$ cat src/rtl/debounce_pkg.sv
// Shared types and width helpers for the multi-channel switch debouncer.
// Optional auto-repeat is built only when DEBOUNCE_REPEAT_EN is defined.
package debounce_pkg;

    typedef enum logic [1:0] {
        STABLE_LO,
        PEND_HI,
        STABLE_HI,
        PEND_LO
    } chan_state_t;

    // Bits needed for a counter holding 0..n-1, never narrower than one bit.
    function automatic int width_for(input int n);
        return (n <= 1) ? 1 : $clog2(n);
    endfunction

endpackage

$ cat src/rtl/debounce_chan.sv
// One debouncer channel: 2-flop synchroniser, tick-driven stability FSM, edge pulses.
// Auto-repeat output is built only when DEBOUNCE_REPEAT_EN is defined.
module debounce_chan
    import debounce_pkg::*;
#(
    parameter int STABLE        = 8,
    parameter int RESET_LEVEL   = 0,
    parameter int REPEAT_DELAY  = 50,
    parameter int REPEAT_PERIOD = 10
) (
    input  logic Clk,
    input  logic reset,
    input  logic sample_tick,
    input  logic switch_in,
    output logic switch_out,
    output logic rise,
    output logic fall,
    output logic repeat_out
);

    localparam int CW = width_for(STABLE);
    localparam logic [CW-1:0] CNT_LAST = CW'(STABLE - 1);
    localparam logic RST_BIT = (RESET_LEVEL != 0);
    localparam chan_state_t RST_STATE = RST_BIT ? STABLE_HI : STABLE_LO;

    logic sync_a, sync_b;
    chan_state_t state, state_next;
    logic [CW-1:0] cnt, cnt_next;
    logic commit_hi, commit_lo;

    always_ff @(posedge Clk or negedge reset) begin
        if (!reset) begin
            sync_a <= RST_BIT;
            sync_b <= RST_BIT;
        end else begin
            sync_a <= switch_in;
            sync_b <= sync_a;
        end
    end

    always_comb begin
        state_next = state;
        cnt_next   = cnt;
        commit_hi  = 1'b0;
        commit_lo  = 1'b0;
        if (sample_tick) begin
            case (state)
                STABLE_LO: if (sync_b) begin
                    state_next = PEND_HI;
                    cnt_next   = CW'(1);
                end
                PEND_HI: begin
                    if (!sync_b) begin
                        state_next = STABLE_LO;
                        cnt_next   = '0;
                    end else if (cnt == CNT_LAST) begin
                        state_next = STABLE_HI;
                        cnt_next   = '0;
                        commit_hi  = 1'b1;
                    end else begin
                        cnt_next = cnt + 1'b1;
                    end
                end
                STABLE_HI: if (!sync_b) begin
                    state_next = PEND_LO;
                    cnt_next   = CW'(1);
                end
                PEND_LO: begin
                    if (sync_b) begin
                        state_next = STABLE_HI;
                        cnt_next   = '0;
                    end else if (cnt == CNT_LAST) begin
                        state_next = STABLE_LO;
                        cnt_next   = '0;
                        commit_lo  = 1'b1;
                    end else begin
                        cnt_next = cnt + 1'b1;
                    end
                end
                default: begin
                    state_next = RST_STATE;
                    cnt_next   = '0;
                end
            endcase
        end
    end

    // Level and edge pulses are registered together, so a pulse coincides
    // with the first cycle the new level is visible.
    always_ff @(posedge Clk or negedge reset) begin
        if (!reset) begin
            state      <= RST_STATE;
            cnt        <= '0;
            switch_out <= RST_BIT;
            rise       <= 1'b0;
            fall       <= 1'b0;
        end else begin
            state <= state_next;
            cnt   <= cnt_next;
            rise  <= commit_hi;
            fall  <= commit_lo;
            if (commit_hi)
                switch_out <= 1'b1;
            else if (commit_lo)
                switch_out <= 1'b0;
        end
    end

`ifdef DEBOUNCE_REPEAT_EN
    localparam int RW = width_for(REPEAT_DELAY + REPEAT_PERIOD + 1);

    logic [RW-1:0] rep_cnt, rep_inc;
    logic rep_hit_first, rep_hit_next;

    assign rep_inc       = rep_cnt + 1'b1;
    assign rep_hit_first = (rep_inc == RW'(REPEAT_DELAY));
    assign rep_hit_next  = (rep_inc == RW'(REPEAT_DELAY + REPEAT_PERIOD));

    // The commit tick leaves the counter at 0; after the first pulse the
    // counter reloads to REPEAT_DELAY so later pulses are REPEAT_PERIOD apart.
    always_ff @(posedge Clk or negedge reset) begin
        if (!reset) begin
            rep_cnt    <= '0;
            repeat_out <= 1'b0;
        end else begin
            repeat_out <= 1'b0;
            if (state == STABLE_HI && state_next == STABLE_HI) begin
                if (sample_tick) begin
                    if (rep_hit_next) begin
                        rep_cnt    <= RW'(REPEAT_DELAY);
                        repeat_out <= 1'b1;
                    end else begin
                        rep_cnt    <= rep_inc;
                        repeat_out <= rep_hit_first;
                    end
                end
            end else begin
                rep_cnt <= '0;
            end
        end
    end
`else
    assign repeat_out = 1'b0;
`endif

endmodule

$ cat src/rtl/debounce_bank.sv
// Multi-channel switch debouncer with a shared sample-tick prescaler.
// Define DEBOUNCE_REPEAT_EN to build the per-channel auto-repeat pulses.
module debounce_bank
    import debounce_pkg::*;
#(
    parameter int CH            = 4,
    parameter int DIV           = 100000,
    parameter int STABLE        = 8,
    parameter int RESET_LEVEL   = 0,
    parameter int REPEAT_DELAY  = 50,
    parameter int REPEAT_PERIOD = 10
) (
    input  logic          Clk,
    input  logic          reset,
    input  logic [CH-1:0] switch_in,
    output logic [CH-1:0] switch_out,
    output logic [CH-1:0] rise,
    output logic [CH-1:0] fall,
    output logic [CH-1:0] repeat_out,
    output logic          sample_tick
);

    localparam int PW = width_for(DIV);
    localparam logic [PW-1:0] PRE_LAST = PW'(DIV - 1);

    logic [PW-1:0] pre_cnt, pre_next;

    assign pre_next = (pre_cnt == PRE_LAST) ? '0 : pre_cnt + 1'b1;

    // Tick is registered from the next count so it is high exactly while
    // the prescaler holds DIV-1, and low during reset.
    always_ff @(posedge Clk or negedge reset) begin
        if (!reset) begin
            pre_cnt     <= '0;
            sample_tick <= 1'b0;
        end else begin
            pre_cnt     <= pre_next;
            sample_tick <= (pre_next == PRE_LAST);
        end
    end

    for (genvar i = 0; i < CH; i++) begin : g_chan
        debounce_chan #(
            .STABLE       (STABLE),
            .RESET_LEVEL  (RESET_LEVEL),
            .REPEAT_DELAY (REPEAT_DELAY),
            .REPEAT_PERIOD(REPEAT_PERIOD)
        ) u_chan (
            .Clk        (Clk),
            .reset      (reset),
            .sample_tick(sample_tick),
            .switch_in  (switch_in[i]),
            .switch_out (switch_out[i]),
            .rise       (rise[i]),
            .fall       (fall[i]),
            .repeat_out (repeat_out[i])
        );
    end

endmodule

$ cat config.mk
export PLATFORM = sky130hd
export DESIGN_NAME = debounce_bank
export DESIGN_NICKNAME = d
export VERILOG_FILES = /design/src/rtl/debounce_pkg.sv /design/src/rtl/debounce_chan.sv /design/src/rtl/debounce_bank.sv
export SDC_FILE = /design/constraint.sdc
export NUM_CORES = 1
export LEC_CHECK = 0
export ABC_AREA = 1
export BUFFER_PORTS_ARGS = -buffer_cell sky130_fd_sc_hd__buf_2
export CAP_MARGIN = 30
export CORE_MARGIN = 2
export CORE_UTILIZATION = 50
export DETAILED_ROUTE_END_ITERATION = 10
export PLACE_DENSITY = 0.71
export REMOVE_ABC_BUFFERS = 1
export SLEW_MARGIN = 20
export SYNTH_ARGS = -nofsm -noshare
export SYNTH_HDL_FRONTEND = slang
export SYNTH_HIERARCHICAL = 1
export SYNTH_SLANG_ARGS = --single-unit
$ cat constraint.sdc
create_clock -name Clk -period 1.67 [get_ports Clk]
set_clock_uncertainty 0.15 [all_clocks]
set_input_delay 0.501 -clock Clk [delete_from_list [all_inputs] [get_ports Clk]]
set_output_delay 0.501 -clock Clk [all_outputs]
set_load 0.05 [all_outputs]
==> metrics.cfg, run 1 <==
[drt]
vias = 2486
drc = 0
wirelength_mm = 5.74
viasPerCell = 4.91
drtIter0Drc = 92
ant_nets = 0
wl_per_cell_um = 11.3
dr.pass1.iters = 6

[timing]
post-route-period-util = 1.01
setup_viol_count_final = 1
drv_slew = 0
layout_setup_ws_ps = -8.49
period_needed_ps = 1680
rsz0062_at_grt = yes
fmaxAchievable_ghz = 0.596
worst_hold_slack_ps = 17.7
final_hold_viol_count = 0

[finish]
fin_nets = 446
fin_util = 0.597
nFillCells = 515
antennaDiodeCount = 0
drive_gt1_frac = 0.213
syn2layout_area_growth_pct = 14.7

[status]
violations = setup timing
status = complete, but fails checks

[synthesis]
ys_async_sr_fraction = 1.00
ys_types = 28
synth-main-ff-cell = dfrtp_1
synthCells = 396
postSynthAreaPerCell_um2 = 7.82
synth_edf_count = 0
yosysWarnings = 6
syn-cell-area_um2 = 3100
synth_seq_cells = 58
yosysSeqAreaShare = 0.469

[power_and_ir_drop]
power.density_nw_per_um2 = 768
power.total_mw = 2.73
leakage_nw = 2.04
max-vdd-ir-drop_v = 0.000497

[setup_path]
r2r-start = pre_cnt[1]
path_buf_inv = 0
critPathTopFamily = simple AND/OR/NAND/NOR gates
path_cells = ha_4 -> nand2_4 -> nor2_1 -> nand2_1 -> nor2_1 -> nor2_1 -> nand2_1 -> nor2_1 -> nand3_1 -> nor2_1
crit_required_ps = 1770
crit_path_end_kind = register
crit_type = register to register
slowest_delay_ps = 420
crit_slowest_cell = dfrtp_1
cp.arrival_ps = 1780
startpoint = pre_cnt[1]
crit_fanout = 3
critPathLaunchType = register
path_common_cell = nor2_1

[clock_tree]
cts_buffers = 9
clk_latency_ps = 320
cts_max_level = 3
hold_buffers = 0
cts_tree = built
clockBufferDepth = 2
cts_sinks = 58
clkSlewWorstSetupHoldPaths_ps = 60
ctsRootBufferMaster = clkbuf_8

[floorplanning]
rows = 28
start_util = 0.520
core_area_um2 = 5960
dieArea_um2 = 6840
fp.dieH_um = 82.7
ios = 23
fp.dieW_um = 82.7

[global_routing]
track_usage = 0.182
grt_pass1_wl_mm = 9.54
antenna_found_initial = 0
grt_pass1_vias = 2220
grt_max_degree = 59
grt_overflow_total = 0

[place]
place_congestion = 0.939
io_buffers = 18
dp_hpwl_mm = 4.09

[job]
cap_violations = 0

[min_path]
hold_path.class = input port to async pin

## flip-flops by register name (all words and copies together), names as in the netlist, named ones only
name,flops
g_chan.u_chan/switch_out,4
g_chan.u_chan/state,4
sample_tick,1
pre_cnt,17
g_chan.u_chan/rise,4
g_chan.u_chan/sync_b,4
g_chan.u_chan/fall,4
g_chan.u_chan/cnt,12
g_chan.u_chan/sync_a,4
## synth_stat cells, types with 7 or more instances
| cell type | n | area share |
|---|---|---|
| dfrtp_1 | 58 | 0.47 |
| ha_1 | 13 | 0.053 |
| nand2_2 | 15 | 0.030 |
| inv_1 | 52 | 0.063 |
| nand4_1 | 11 | 0.022 |
| nor2_1 | 46 | 0.056 |
| nand3_1 | 37 | 0.060 |
| inv_2 | 8 | 0.0097 |
| o21ai_0 | 7 | 0.011 |
| nand2_1 | 107 | 0.13 |
## power breakdown
group,internal (mW),switching [mW]
clock,0.717,0.514
combinational,0.0151,0.0599
sequential,1.42,0.00870
total,2.15,0.582
## routing by layer
layer,track usage,share of wire
met5,0,0
met1,0.230,0.46
met2,0.291,0.48
met4,0.0918,0.022
met3,0.0435,0.036
## cells in the final DEF, fill, tap and decap left out, types with 2 or more instances in the layout
master    synthesis  routed
a21oi_1           3       3
and2_1            2       2
buf_2             0      17
buf_4             4       6
clkbuf_1          0       2
clkbuf_8          0      10
clkinv_2          3       4
conb_1            4       4
dfrtp_1          58      55
dfrtp_2           0       3
ha_1             13      12
inv_1            52      50
inv_2             8       9
inv_4             0       2
nand2_1         107     105
nand2_2          15      15
nand2_4           3       5
nand3_1          37      36
nand3_2           3       4
nand4_1          11      11
nor2_1           46      45
nor2_2            4       3
nor2_4            3       5
o21ai_0           7       7
o21ai_1           3       3
or2_2             2       2
## metrics by stage
step | area [um2] | setup TNS, ps | cells | setup WS (ps)
2_1_floorplan | 3070 | 0 | 392 | 79.3
3_3_place_gp | 3300 | 0 | 490 | 54.1
3_5_place_dp | 3300 | -4.70 | 490 | -4.70
4_1_cts | 3500 | 0 | 505 | 15.6
5_1_grt | 3550 | -137 | 506 | -137
6_report | 3550 | -8.49 | 506 | -8.49
## final cells by class
cell class	instances	area, um2	area share
Sequential cell	58	1460	0.410
Multi-Input combinational cell	271	1430	0.401
Timing Repair Buffer	24	150	0.0423
Clock buffer	12	145	0.0408
Clock inverter	3	40.0	0.0113
Tap cell	75	93.8	0.0264
Inverter	63	244	0.0687
## timing repair
action,4_1_cts,5_1_grt
setup buffers,0,1
pin swaps,0,10
endpoints found under the setup margin,2,1
resized for setup,4,15
## final timing paths
kind	to	cells past startpoint	slack [ps]
worst max-delay path	sample_tick	10	-8
worst min-delay path	g_chan[0].u_chan/switch_out	2	20
worst max register to register	sample_tick	10	-8
worst min register to register	g_chan[0].u_chan/sync_b	0	200
max in group asynchronous	pre_cnt[2]	2	1100
min in group Clk	g_chan[1].u_chan/sync_a	1	130
## kinds of logic (layout without fill, tap and decap cells)
family,count (synthesis),after routing,share of synthesized area
adders and majority gates,13,13,0.0525
xor gates and xnor gates,1,1,0.00283
other,4,4,0.00485
buffers and inverters,67,102,0.0873
and+or+nand+nor,236,236,0.352
DFF,58,58,0.469
AOI/OAI and AO/OA,17,17,0.0323
(Power assumes the default switching activity.)
==> run 2: changes to the inputs <==
CORE_MARGIN = unset   (was 2)
SYNTH_HIERARCHICAL = unset   (was 1)
==> metrics.cfg, run 2 <==
[status]
status = finished, final reports clean

[global_routing]
grt_overflow_total = 0
grt_max_degree = 59
met1_usage = 0.228
grt_util_met2 = 0.340
antenna_found_initial = 0
use_met3 = 0.0733
grt_pass1_vias = 2240
grt_pass1_wl_mm = 9.25
track_usage = 0.198
top_usage_layer = met2

[synthesis]
ys_async_sr_fraction = 1.00
yosysMostFrequentCell = nand2_1
synth_area_leaders = dfrtp_1, nand2_1, inv_1
syn-cell-area_um2 = 2920
postSynthAreaPerCell_um2 = 7.91
synth_edf_count = 0
ys_types = 26
synthTopCellsByCount = nand2_1, inv_1, dfrtp_1
yosysSeqAreaShare = 0.497
synth_seq_cells = 58
yosysWarnings = 0
synth_top_area_frac = 0.497
yosysTopAreaCell = dfrtp_1
synth-main-ff-cell = dfrtp_1
synthCells = 369

[clock_tree]
ctsRootBufferMaster = clkbuf_8
cts_tree = built
clkSlewWorstSetupHoldPaths_ps = 70
clk_latency_ps = 330
clockBufferDepth = 2
hold_buffers = 0
cts_buffers = 9
cts_sinks = 58
cts_max_level = 3

[power_and_ir_drop]
p_sw_uw = 578
power_frac_seq = 0.551
power.density_nw_per_um2 = 774
pwr-share-clk = 0.422
p_int_mw = 2.00
leakage_nw = 1.82
combPwrFrac = 0.027
max-vdd-ir-drop_v = 0.000479
power.total_mw = 2.58
p_sw_frac = 0.224

[finish]
drive_gt1_frac = 0.171
reg_top3 = pre_cnt (17), g_chan.u_chan.cnt (12)
layout_common_cells = nand2_1, inv_1, dfrtp_1, nor2_1, nand3_1
multiInputGateArea_um2 = 1170
final_common_cell = nand2_1
nFillCells = 502
regArea_um2 = 1460
antennaDiodeCount = 0
fin_nets = 408
largest_reg_flops = 17
fin_util = 0.597
syn2layout_area_growth_pct = 14.0
top_register = pre_cnt

[place]
io_buffers = 18
dp_hpwl_mm = 3.75
place_congestion = 0.940
place_ws_ps = -47.3

[setup_path]
crit_path_end_kind = register
crit_fanout = 4
critPathLaunchType = register
cp.arrival_ps = 1750
crit_type = register to register
crit_required_ps = 1770

[drt]
vias = 2292
drc = 0
wirelength_mm = 5.28
drtIter0Drc = 177
ant_nets = 0
viasPerCell = 4.88
dr.pass1.iters = 4
wl_per_cell_um = 11.2

[timing]
final_hold_viol_count = 0
fmaxAchievable_ghz = 0.607
drv_slew = 0
post-route-period-util = 0.987
layout_setup_ws_ps = 22.1
period_needed_ps = 1650
rsz0062_at_grt = yes
setup_viol_count_final = 0
worst_hold_slack_ps = 7.99

[min_path]
hold_path.class = input port to async pin

[floorplanning]
fp.dieH_um = 78.4
start_util = 0.524
ios = 23
dieArea_um2 = 6150
fp.dieW_um = 78.4
rows = 27
core_area_um2 = 5570

[job]
cap_violations = 0

==> run 2: path summary, 6_finish.rpt <==
| path | start | end | slack (ps) | cells past startpoint |
|---|---|---|---|---|
| max in group asynchronous | reset | sample_tick | 1080 | 2 |
| worst min-delay path | reset | g_chan[0].u_chan.fall | 8 | 2 |
| worst min register to register | g_chan[2].u_chan.sync_a | g_chan[2].u_chan.sync_b | 200 | 0 |
| worst max register to register | pre_cnt[1] | sample_tick | 20 | 10 |
| min in group Clk | switch_in[0] | g_chan[0].u_chan.sync_a | 120 | 1 |
| worst max-delay path | pre_cnt[1] | sample_tick | 20 | 10 |
==> run 2: critical path, cell delays in order (launching register included) <==
cell and delay, ps:
dfrtp_1 410, ha_4 190, nand2_4 60, nor2_1 50
nand2_1 100, clkinv_1 90, nand2_2 120, nand3_1 100
nor2_1 110, nand3_1 90, nor2_1 110
==> run 2: final cells by class <==
cell class	count	area share
Clock buffer	13	0.0447
Clock inverter	3	0.00451
Tap cell	72	0.0271
Timing Repair Buffer	27	0.0530
Multi-Input combinational cell	224	0.351
Inverter	73	0.0823
Sequential cell	58	0.437
==> run 2: repair_timing <==
action / CTS / global route
endpoints found under the setup margin: 2 / 6
resized for setup: 9 / 19
pin swaps: 0 / 7
setup buffers: 0 / 3
==> run 2: per-stage QoR <==
stage	setup TNS (ps)	cells	area, um2
6_report	0	470	3330
2_1_floorplan	-61.1	355	2810
5_1_grt	-87.2	470	3330
4_1_cts	0	467	3240
3_3_place_gp	0	451	3040
3_5_place_dp	-47.3	451	3040
==> run 2: metal layers <==
metal | wire length (um) | vias up
met5 | 0 | -
met4 | 102 | 0
met3 | 270 | 8
met2 | 2610 | 41
met1 | 2300 | 1074
li1 | - | 1169
==> run 2: cell families after synthesis <==
kind of cell               Yosys count  synth area share
and+or+nand+nor                    172             0.249
buffers and inverters               90             0.137
DFF                                 58             0.497
AOI/OAI and AO/OA                   34            0.0626
adders and majority gates            9            0.0386
xor gates and xnor gates             5            0.0150
other                                1           0.00128
==> run 2: power groups by stage <==
| stage | Clock, mW | Combinational [mW] | Sequential [mW] |
|---|---|---|---|
| detailed placement | 0 | 0.0715 | 1.45 |
| global route | 1.18 | 0.0795 | 1.42 |
| global placement | 0 | 0.0704 | 1.44 |
| CTS | 1.12 | 0.0715 | 1.42 |
| finish | 1.09 | 0.0693 | 1.42 |
| floorplan | 0 | 0.0300 | 1.44 |
==> run 3: changes to the inputs <==
ABC_AREA = unset   (was 1)
==> metrics.cfg, run 3 <==
[global_routing]
grt_max_degree = 35
grt_pass1_wl_mm = 8.25
antenna_found_initial = 0
grt_overflow_total = 0
grt_pass1_vias = 1849
track_usage = 0.202

[drt]
wl_per_cell_um = 13.7
ant_nets = 0
viasPerCell = 5.23
drtIter0Drc = 89
drc = 0
vias = 1914
dr.pass1.iters = 4
wirelength_mm = 5.02

[power_and_ir_drop]
p_sw_frac = 0.204
leakage_nw = 1.61
p_int_mw = 2.35
pwr-share-clk = 0.497
power_frac_seq = 0.482
max-vdd-ir-drop_v = 0.000765
power.density_nw_per_um2 = 875
combPwrFrac = 0.021
p_sw_uw = 601

[setup_path]
cp.arrival_ps = 2020
crit_fanout = 6
crit_path_end_kind = register
rr_worst_depth = 6
startpoint = pre_cnt[0]
critPathLaunchType = register
crit_type = register to register
r2r-start = pre_cnt[0]
crit_required_ps = 1770

[floorplanning]
rows = 26
core_area_um2 = 5140
start_util = 0.525
fp.dieH_um = 75.4
ios = 23
dieArea_um2 = 5690
fp.dieW_um = 75.4

[place]
dp_hpwl_mm = 3.33
place_congestion = 0.843
detailed_place.area_um2 = 3010
io_buffers = 18
dpl.cell_count = 345

[clock_tree]
clk_latency_ps = 340
cts_buffers = 9
ctsRootBufferMaster = clkbuf_8
cts_max_level = 3
cts_tree = built
clkSlewWorstSetupHoldPaths_ps = 70
clockBufferDepth = 2
cts_sinks = 58

[synthesis]
synth_top_area_frac = 0.538
synthTopCellsByCount = dfrtp_1, buf_4, nand3_1, nor2_1
synthCells = 241
synth_seq_cells = 58
synth_area_leaders = dfrtp_1, buf_4, ha_1
yosysWarnings = 0
yosysMostFrequentCell = dfrtp_1
ys_async_sr_fraction = 1.00
yosysTopAreaCell = dfrtp_1
yosysSeqAreaShare = 0.538
synth-main-ff-cell = dfrtp_1
ys_types = 43
postSynthAreaPerCell_um2 = 11.2
synth_edf_count = 0
syn-cell-area_um2 = 2700

[finish]
largest_reg_flops = 17
fin_nets = 306
syn2layout_area_growth_pct = 25.0
final_area_um2 = 3370
top_register = pre_cnt
finalNonFillerCells = 366
nFillCells = 426
layout_common_cells = dfrtp_1, buf_4, buf_2, nand3_1, nor2_1
final_common_cell = dfrtp_1
reg_top3 = pre_cnt (17), g_chan.u_chan.cnt (12)
drive_gt1_frac = 0.334
antennaDiodeCount = 0

[timing]
period_needed_ps = 1930
drv_slew = 0
rsz0062_at_grt = yes
fmaxAchievable_ghz = 0.519
setup_tns_ps = -256
layout_setup_ws_ps = -256
worst_hold_slack_ps = 6.66
final_hold_viol_count = 0
setup_viol_count_final = 1
post-route-period-util = 1.15

[status]
violations = setup timing
status = complete, but fails checks

[min_path]
hold_path.class = input port to async pin

[job]
cap_violations = 0

-- run 3: cell types whose count changed after synthesis, moves of 8 or more --
| cell | previous run | this run |
|---|---|---|
| inv_1 | 70 | 11 |
| nand2_1 | 78 | 9 |
| nand3_1 | 23 | 14 |
| nor2_1 | 53 | 14 |
| nor3b_1 | 0 | 8 |
| o21ai_0 | 18 | 10 |
| xnor2_1 | 0 | 8 |
-- run 3: final cells by class --
class | instances | area [um2] | share of cell area
Clock buffer | 12 | 155 | 0.0460
Multi-Input combinational cell | 152 | 1150 | 0.342
Tap cell | 70 | 87.6 | 0.0260
Sequential cell | 58 | 1450 | 0.431
Timing Repair Buffer | 59 | 408 | 0.121
Inverter | 11 | 41.3 | 0.0122
Clock inverter | 4 | 73.8 | 0.0219
-- run 3: worst paths after layout --
path                                                end  slack, ps
worst max-delay path                        sample_tick       -260
worst min-delay path              g_chan[3].u_chan.rise          7
worst max register to register              sample_tick       -260
worst min register to register  g_chan[0].u_chan.sync_b        200
max in group asynchronous                    pre_cnt[5]       1000
min in group Clk                g_chan[1].u_chan.sync_a        120
-- run 3: power by group through the flow --
| stage | Clock, mW | Sequential (mW) | Combinational, mW |
|---|---|---|---|
| finish | 1.46 | 1.42 | 0.0621 |
| detailed placement | 0 | 1.45 | 0.0640 |
| global route | 1.56 | 1.42 | 0.0712 |
| floorplan | 0 | 1.45 | 0.0261 |
| CTS | 1.50 | 1.42 | 0.0646 |
| global placement | 0 | 1.45 | 0.0642 |
-- run 3: what timing repair did --
action	in CTS	in global routing
setup buffers	1	4
setup endpoints to repair	12	14
pin swaps	2	9
resized for setup	5	13
hold buffers	0	0
-- run 3: metal layers --
| metal | vias to the layer above | GRT usage | part of all wire |
|---|---|---|---|
| li1 | 935 | - | - |
| met1 | 943 | 0.233 | 0.46 |
| met2 | 29 | 0.332 | 0.49 |
| met3 | 7 | 0.0780 | 0.039 |
| met4 | 0 | 0.0947 | 0.014 |
| met5 | - | 0 | 0 |
-- run 3: kinds of logic after synthesis --
group,count (synthesis),synth area share
muxes,5,0.0204
adders and majority gates,9,0.0418
xor gates and xnor gates,19,0.0617
other,1,0.00139
and+or+nand+nor,75,0.166
DFF,58,0.538
buffers and inverters,34,0.0701
AOI/OAI and AO/OA,40,0.100
-- run 3: per-stage QoR --
stage	worst slack (ps)	util	power, mW
after floorplan	-289	-	1.47
after global placement	-209	0.585	1.51
after detailed placement	-306	0.585	1.51
after CTS	-202	0.635	2.98
after global routing	-379	0.656	3.06
final	-256	0.656	2.95
-- run 3: critical path: stages (launching register included) --
cell     delay, ps
dfrtp_1        400
ha_4           200
nand4_1        150
nor4_2         310
xnor2_1        120
a211o_1        270
nor4b_4        240
